**src/rtl/st7735_rx.sv**
```systemverilog
// Receive-side ST7735 4-wire SPI link: synchronizes CS/LCD_CLK/MOSI/DC, rebuilds bytes and,
// when ST7735_RX_PIXEL_EN is defined, decodes CASET/RASET/RAMWR into addressed RGB565 pixels.
module st7735_rx #(
  parameter int unsigned SYNC_STAGES = 2
) (
  input  logic        SYSTEM_CLK,
  input  logic        RESET,
  input  logic        CS,
  input  logic        MOSI,
  input  logic        DC,
  input  logic        LCD_CLK,
  input  logic        LCD_RESET,
  output logic [7:0]  BYTE,
  output logic        BYTE_IS_DATA,
  output logic        BYTE_VALID,
  output logic        FRAME_ERR,
  output logic [7:0]  LAST_CMD,
  output logic [15:0] PIXEL,
  output logic [7:0]  PIXEL_X,
  output logic [7:0]  PIXEL_Y,
  output logic        PIXEL_VALID
);

  localparam int unsigned S = SYNC_STAGES;

  // Bit 0 is the newest sample; CS/LCD_CLK carry one extra history flop for edge detection.
  logic [S+1:0] cs_sync_q, clk_sync_q;
  logic [S:0]   mosi_sync_q, dc_sync_q;
  logic [S-1:0] lrst_sync_q;

  always_ff @(posedge SYSTEM_CLK) begin
    if (RESET) begin
      cs_sync_q   <= '1;
      clk_sync_q  <= '0;
      mosi_sync_q <= '0;
      dc_sync_q   <= '0;
      lrst_sync_q <= '1;
    end else begin
      cs_sync_q   <= {cs_sync_q[S:0], CS};
      clk_sync_q  <= {clk_sync_q[S:0], LCD_CLK};
      mosi_sync_q <= {mosi_sync_q[S-1:0], MOSI};
      dc_sync_q   <= {dc_sync_q[S-1:0], DC};
      lrst_sync_q <= {lrst_sync_q[S-2:0], LCD_RESET};
    end
  end

  logic rst_all, cs_prev, cs_rise, cs_fall, clk_rise, shift_en, byte_done, dc_s;
  logic [7:0] rx_byte;

  assign rst_all   = RESET | ~lrst_sync_q[S-1];
  assign cs_prev   = cs_sync_q[S+1];
  assign cs_rise   = cs_sync_q[S] & ~cs_prev;
  assign cs_fall   = ~cs_sync_q[S] & cs_prev;
  assign clk_rise  = clk_sync_q[S] & ~clk_sync_q[S+1];
  // Gating on the previous CS lets a final bit land in the same cycle CS is seen rising.
  assign shift_en  = clk_rise & ~cs_prev;
  assign dc_s      = dc_sync_q[S];

  logic [2:0] bit_cnt_q, bit_cnt_d;
  logic [6:0] shift_q, shift_d;
  logic [7:0] byte_q, byte_d, last_cmd_q, last_cmd_d;
  logic       byte_is_data_q, byte_is_data_d, byte_valid_q, frame_err_q, frame_err_d;

  assign rx_byte   = {shift_q, mosi_sync_q[S]};
  assign byte_done = shift_en & (bit_cnt_q == 3'd7);

  always_comb begin
    bit_cnt_d      = bit_cnt_q;
    shift_d        = shift_q;
    byte_d         = byte_q;
    byte_is_data_d = byte_is_data_q;
    last_cmd_d     = last_cmd_q;
    frame_err_d    = cs_rise & (bit_cnt_q != 3'd0) & ~byte_done;
    if (cs_fall) begin
      bit_cnt_d = 3'd0;
      shift_d   = '0;
    end else if (shift_en) begin
      bit_cnt_d = bit_cnt_q + 3'd1;
      shift_d   = rx_byte[6:0];
    end
    if (cs_rise) bit_cnt_d = 3'd0;
    if (byte_done) begin
      byte_d         = rx_byte;
      byte_is_data_d = dc_s;
      if (!dc_s) last_cmd_d = rx_byte;
    end
  end

  always_ff @(posedge SYSTEM_CLK) begin
    if (rst_all) begin
      bit_cnt_q      <= '0;
      shift_q        <= '0;
      byte_q         <= '0;
      byte_is_data_q <= 1'b0;
      byte_valid_q   <= 1'b0;
      frame_err_q    <= 1'b0;
      last_cmd_q     <= '0;
    end else begin
      bit_cnt_q      <= bit_cnt_d;
      shift_q        <= shift_d;
      byte_q         <= byte_d;
      byte_is_data_q <= byte_is_data_d;
      byte_valid_q   <= byte_done;
      frame_err_q    <= frame_err_d;
      last_cmd_q     <= last_cmd_d;
    end
  end

  assign BYTE         = byte_q;
  assign BYTE_IS_DATA = byte_is_data_q;
  assign BYTE_VALID   = byte_valid_q;
  assign FRAME_ERR    = frame_err_q;
  assign LAST_CMD     = last_cmd_q;

`ifdef ST7735_RX_PIXEL_EN
  logic [7:0]  xs_q, xs_d, xe_q, xe_d, ys_q, ys_d, ye_q, ye_d;
  logic [7:0]  x_q, x_d, y_q, y_d, hi_q, hi_d;
  logic [15:0] pixel_q, pixel_d;
  logic        pixel_valid_q, pixel_valid_d, phase_q, phase_d;
  logic [2:0]  idx_q, idx_d;

  always_comb begin
    xs_d = xs_q; xe_d = xe_q; ys_d = ys_q; ye_d = ye_q;
    x_d = x_q; y_d = y_q; hi_d = hi_q; pixel_d = pixel_q;
    phase_d = phase_q; idx_d = idx_q;
    pixel_valid_d = 1'b0;
    // The pointer advances the cycle after the strobe so PIXEL_X/Y show the pixel's address.
    if (pixel_valid_q) begin
      if (x_q == xe_q) begin
        x_d = xs_q;
        y_d = (y_q == ye_q) ? ys_q : y_q + 8'd1;
      end else begin
        x_d = x_q + 8'd1;
      end
    end
    if (byte_done && !dc_s) begin
      idx_d   = 3'd0;
      phase_d = 1'b0;
      case (rx_byte)
        8'h2C: begin x_d = xs_q; y_d = ys_q; end
        8'h01: begin xs_d = 8'd0; xe_d = 8'd127; ys_d = 8'd0; ye_d = 8'd159; end
        default: ;
      endcase
    end else if (byte_done) begin
      if (idx_q != 3'd4) idx_d = idx_q + 3'd1;
      case (last_cmd_q)
        8'h2A: begin
          if (idx_q == 3'd1) xs_d = rx_byte;
          if (idx_q == 3'd3) xe_d = rx_byte;
        end
        8'h2B: begin
          if (idx_q == 3'd1) ys_d = rx_byte;
          if (idx_q == 3'd3) ye_d = rx_byte;
        end
        8'h2C: begin
          if (!phase_q) begin
            hi_d    = rx_byte;
            phase_d = 1'b1;
          end else begin
            pixel_d       = {hi_q, rx_byte};
            pixel_valid_d = 1'b1;
            phase_d       = 1'b0;
          end
        end
        default: ;
      endcase
    end
    if (cs_rise) phase_d = 1'b0;
  end

  always_ff @(posedge SYSTEM_CLK) begin
    if (rst_all) begin
      xs_q <= 8'd0; xe_q <= 8'd127; ys_q <= 8'd0; ye_q <= 8'd159;
      x_q <= '0; y_q <= '0; hi_q <= '0; pixel_q <= '0;
      pixel_valid_q <= 1'b0; phase_q <= 1'b0; idx_q <= '0;
    end else begin
      xs_q <= xs_d; xe_q <= xe_d; ys_q <= ys_d; ye_q <= ye_d;
      x_q <= x_d; y_q <= y_d; hi_q <= hi_d; pixel_q <= pixel_d;
      pixel_valid_q <= pixel_valid_d; phase_q <= phase_d; idx_q <= idx_d;
    end
  end

  assign PIXEL       = pixel_q;
  assign PIXEL_X     = x_q;
  assign PIXEL_Y     = y_q;
  assign PIXEL_VALID = pixel_valid_q;
`else
  assign PIXEL       = '0;
  assign PIXEL_X     = '0;
  assign PIXEL_Y     = '0;
  assign PIXEL_VALID = 1'b0;
`endif

endmodule

```
**config.mk**
```make
export PLATFORM = sky130hd
export DESIGN_NAME = st7735_rx
export DESIGN_NICKNAME = d
export VERILOG_FILES = /design/src/rtl/st7735_rx.sv
export SDC_FILE = /design/constraint.sdc
export NUM_CORES = 1
export LEC_CHECK = 0
export ABC_AREA = 1
export CELL_PAD_IN_SITES_DETAIL_PLACEMENT = 1
export CELL_PAD_IN_SITES_GLOBAL_PLACEMENT = 2
export CORE_ASPECT_RATIO = 1.25
export CORE_MARGIN = 2
export CORE_UTILIZATION = 26
export DETAILED_ROUTE_END_ITERATION = 8
export GPL_TIMING_DRIVEN = 0
export PLACE_DENSITY_LB_ADDON = 0.1
export SYNTH_ARGS = -nofsm -noshare
export SYNTH_HDL_FRONTEND = slang
export SYNTH_SLANG_ARGS = --single-unit
```
**constraint.sdc**
```tcl
create_clock -name SYSTEM_CLK -period 2 [get_ports SYSTEM_CLK]
set_clock_uncertainty 0.2 [all_clocks]
set_input_delay 0.3 -clock SYSTEM_CLK [delete_from_list [all_inputs] [get_ports SYSTEM_CLK]]
set_output_delay 0.3 -clock SYSTEM_CLK [all_outputs]
set_load 0.02 [all_outputs]
```
# == Word level (Yosys, flattened, before mapping) ==
# Index checks and enable logic that the tools add are counted.
# totals
reg_bits,45
input_bits,7
out_inout_bits,52
# classes
n_addsub,1
eq_ne,1
bitwise_logic,14
reduce_logical,4
# ops
operator,n
$and A1 B1 Y1,7
$not A1 Y1,6
$add A3 B1 Y3 const B,1
$eq A3 B3 Y1 const B,1
$reduce_bool A3 Y1,1
$reduce_or A3 Y1,1
$reduce_and A2 Y1,1
$reduce_or A2 Y1,1
$or A1 B1 Y1,1

# == Logic depth before layout (Yosys ltp) ==
# depth
word_depth,6
mapped_depth,7
depth_no_buf,7

# == Worst setup path after synthesis ==
# No wires, ideal clock.
# synth_path
kind,reg2reg
startpoint,register bit_cnt_q[0]
endpoint,register last_cmd_q[4] (netlist: LAST_CMD[4])
setup_time_ns,0.113
t_arrival_ns,1.096
required_time_ns,1.687
path_slack_ns,0.591
stages_incl_launch_ff,8
path_buffers,1
synth_period_minus_slack_ns,1.409
cell_sequence,dfxtp_1 -> ha_1 -> ha_1 -> nand4_2 -> buf_2 -> nand2_1 -> nand2_1 -> nor2_1
# synth_between
elab_chain_len,3
# synth_lines
item,line,text
"start, declared",59,"logic [2:0] bit_cnt_q, bit_cnt_d;"
"start signal, assigned",99,bit_cnt_q <= bit_cnt_d;
$eq A3 B3 Y1,65,assign byte_done = shift_en & (bit_cnt_q == 3'd7);
$and A1 B1 Y1,65,
$reduce_and A2 Y1 (no line),-,
"end signal, assigned",105,last_cmd_q <= last_cmd_d;
"end, declared",61,"logic [7:0] byte_q, byte_d, last_cmd_q, last_cmd_d;"
# Every way passes these cells.
# A chain may end at the register's enable or synchronous reset.

# == Final worst setup path ==
# layout_path
startpoint,register last_cmd_q[5] (netlist: LAST_CMD[5])
endpoint,output port LAST_CMD[5]
# layout_rtl
item,line,text
"end, declared",17,"output logic [7:0] LAST_CMD,"
# No word-level cell between the ends.

==> results.sh <==
export IMPL_finalCriticalPeriod_ps=1743
export IMPL_synth_top_cell_area_share_pct=48.71
export IMPL_crit_slowest_cell="clkdlybuf4s50_1"
export IMPL_yosys_top_cells_area="dfxtp_1 49%, buf_4 13%, nand2_1 11%"
export IMPL_finalCritPeriodShare_pct=87.14
export IMPL_power_density_mw_per_mm2=722.3
export IMPL_rsz0062_at_grt="no"
export IMPL_synth_largest_area_cell="dfxtp_1"
export IMPL_power_frac_clock_pct=39.3
export IMPL_fmax_ghz=0.5738
export IMPL_cts_htree_levels=2
export IMPL_fillerInstances=879
export IMPL_synth_cell_types=22
export IMPL_initial_utilization_pct=26.67
export IMPL_numCtsBuffers=5
export IMPL_switching_power_uw=388.6
export IMPL_synth_area_mm2=0.001849
export IMPL_grt_pass1_vias=1267
export IMPL_required_ps=1500
export IMPL_insertion_delay_ps=290
export IMPL_crit_end="LAST_CMD[5]"
export IMPL_place_hpwl_um=2638
export IMPL_grt_pass1_wl_um=5782
export IMPL_p_comb_share_pct=9.1
export IMPL_ys_seq_area_share_pct=48.71
export IMPL_die_area_mm2=0.007807
export IMPL_yosys_register_bits=45
export IMPL_maxSlewViolCount=0
export IMPL_ys_warn_count=0
export IMPL_track_usage_pct=9.480
export IMPL_cp_startpoint="LAST_CMD[5]"
export IMPL_vias=1404
export IMPL_grt_max_degree=14
export IMPL_outcome="completed"
export IMPL_crit_chain="clkdlybuf4s50_1"
export IMPL_pre_cts_ws_ps=131.1
export IMPL_layout_common_cells="56 x nand2_1, 45 x dfxtp_1, 33 x buf_4, 33 x conb_1, 25 x clkdlybuf4s50_1"
export IMPL_antenna_found_initial=0
export IMPL_path_max_fanout=2
export IMPL_min_from="dc_sync_q[0]"
export IMPL_io_pins=59
export IMPL_finalSetupViolations=0
export IMPL_setup_tns_final_ps=0
export IMPL_cts_root_buf="clkbuf_8"
export IMPL_num_rows=34
export IMPL_worst_ep_arrival_time_ps=1240
export IMPL_fp_dieH_um=98.29
export IMPL_die_width_um=79.43
export IMPL_core_mm2=0.006934
export IMPL_postLayoutSetupSlackWorst_ps=257.2
export IMPL_p_seq_share_pct=51.6
export IMPL_ant_nets=0
export IMPL_cp_start_kind="register"
export IMPL_wl_per_cell_um=9.111
export IMPL_r2r_end="BYTE[3]"
export IMPL_grt_overflow_total=0
export IMPL_nets=297
export IMPL_crit_buf_inv=1
export IMPL_globalplace_congestion=0.6898
export IMPL_r2r_cells=7
export IMPL_vdd_drop_max_v=0.0002350
export IMPL_synth_area_per_cell_um2=8.293
export IMPL_routed_via_density=3.714
export IMPL_critical_path_class="reg2out"
export IMPL_netlist_instances=223
export IMPL_wirelength_um=3444
export IMPL_critical_path_top_delay_family="buffers and inverters"
export IMPL_clockBufferDepth=2
export IMPL_r2r_slack_ps=420
export IMPL_drc=0
export IMPL_layout_commonest_cell="nand2_1"
export IMPL_worstReg2RegStart="bit_cnt_q[1]"
export IMPL_end_kind="primary output"
export IMPL_n_antenna_cell=0
export IMPL_final_hold_viol_count=0
export IMPL_cts_setup_buffers=0
export IMPL_clk_pin_slew_ps=80
export IMPL_worst_path_stages=1
export IMPL_cts_tree="built"
export IMPL_cp_slowest_stage_delay_ps=600
export IMPL_port_buffers=25
export IMPL_syn2layout_area_growth_pct=32.41
export IMPL_hp_class="reg2reg"
export IMPL_swShare_pct=21.97
export IMPL_drt_initial_drc_count=22
export IMPL_clock_sinks=45
export IMPL_cts_resized=0
export IMPL_cts_hold_buffers=0
export IMPL_leakagePower_nw=1.180
export IMPL_drt_first_pass_iters=4
export IMPL_intPower_mw=1.380
export IMPL_max_cap_violations=0
export IMPL_drive_gt1_share_pct=20.49
==> power by group through the flow <==
stage,Clock (mW),Combinational (mW),Sequential (mW)
5_1_grt,0.767,0.176,0.914
3_3_place_gp,0,0.160,0.933
6_report,0.696,0.161,0.912
4_1_cts,0.733,0.161,0.912
2_1_floorplan,0,0.137,0.932
3_5_place_dp,0,0.161,0.934
==> stage by stage <==
stage	hold WS (ps)	instances	util [%]	total power, mW	instance area, um^2
after floorplan	188.3	255	-	1.069	1969
after global placement	188.8	370	33.63	1.093	2332
after detailed placement	198.0	370	33.63	1.095	2332
after CTS	210.3	378	35.31	1.807	2449
after global routing	233.4	378	35.31	1.856	2449
final	205.3	378	35.31	1.769	2449
==> area by class of cell <==
class                           instances  area [um^2]  share of cell area [%]
Buffer                                 37        272.8                   11.14
Clock buffer                            7        86.33                   3.526
Clock inverter                          1        30.03                   1.226
Inverter                               24        90.09                   3.679
Multi-Input combinational cell        149        705.7                   28.82
Sequential cell                        45        900.9                   36.79
Tap cell                               90        112.6                   4.599
Timing Repair Buffer                   25        250.2                   10.22
==> metal layers <==
metal	global-route usage, %	routed length (um)	vias up
met1	11.03	1487	634
met2	16.03	1745	33
met4	3.979	40	0
met5	0	0	-
li1	-	-	734
met3	2.773	170	3
==> cell families after synthesis <==
logic type                 after synthesis  share of synthesized area, %
AOI/OAI and AO/OA                       14                         3.992
other                                    1                        0.2028
DFF                                     45                         48.71
and+or+nand+nor                         99                         25.44
buffers and inverters                   61                         19.62
adders and majority gates                3                         2.030
==> flip-flops by register name (all words and copies together), names as in the netlist <==
register and cells:
cs_sync_q 4, BYTE_IS_DATA 1, BYTE 8, LAST_CMD 8, BYTE_VALID 1, FRAME_ERR 1
clk_sync_q 4, lrst_sync_q 2, mosi_sync_q 3, bit_cnt_q 3, shift_q 7, dc_sync_q 3
==> worst min path at each step <==
stage | endpoint | slack, ps | cells past startpoint
global placement | clk_sync_q[1] | 190 | 2
global route | cs_sync_q[2] | 230 | 1
detailed placement | dc_sync_q[1] | 200 | 2
CTS | dc_sync_q[1] | 210 | 2
floorplan | clk_sync_q[1] | 190 | 2
finish | dc_sync_q[1] | 210 | 2
==> cells in the mapped netlist <==
master	n
ha_1	3
nand3_1	6
nand2_1	56
nand4_2	1
nand2_4	2
a21oi_1	10
buf_6	1
a21oi_2	1
inv_1	22
inv_2	2
o21ai_0	2
dfxtp_1	45
o21ai_1	1
nor3_4	2
buf_4	33
clkbuf_1	1
conb_1	1
nand4_1	3
nor2_1	21
or2_2	5
nor2_4	3
buf_2	2
No activity file was read; power rests on OpenSTA's default activity.
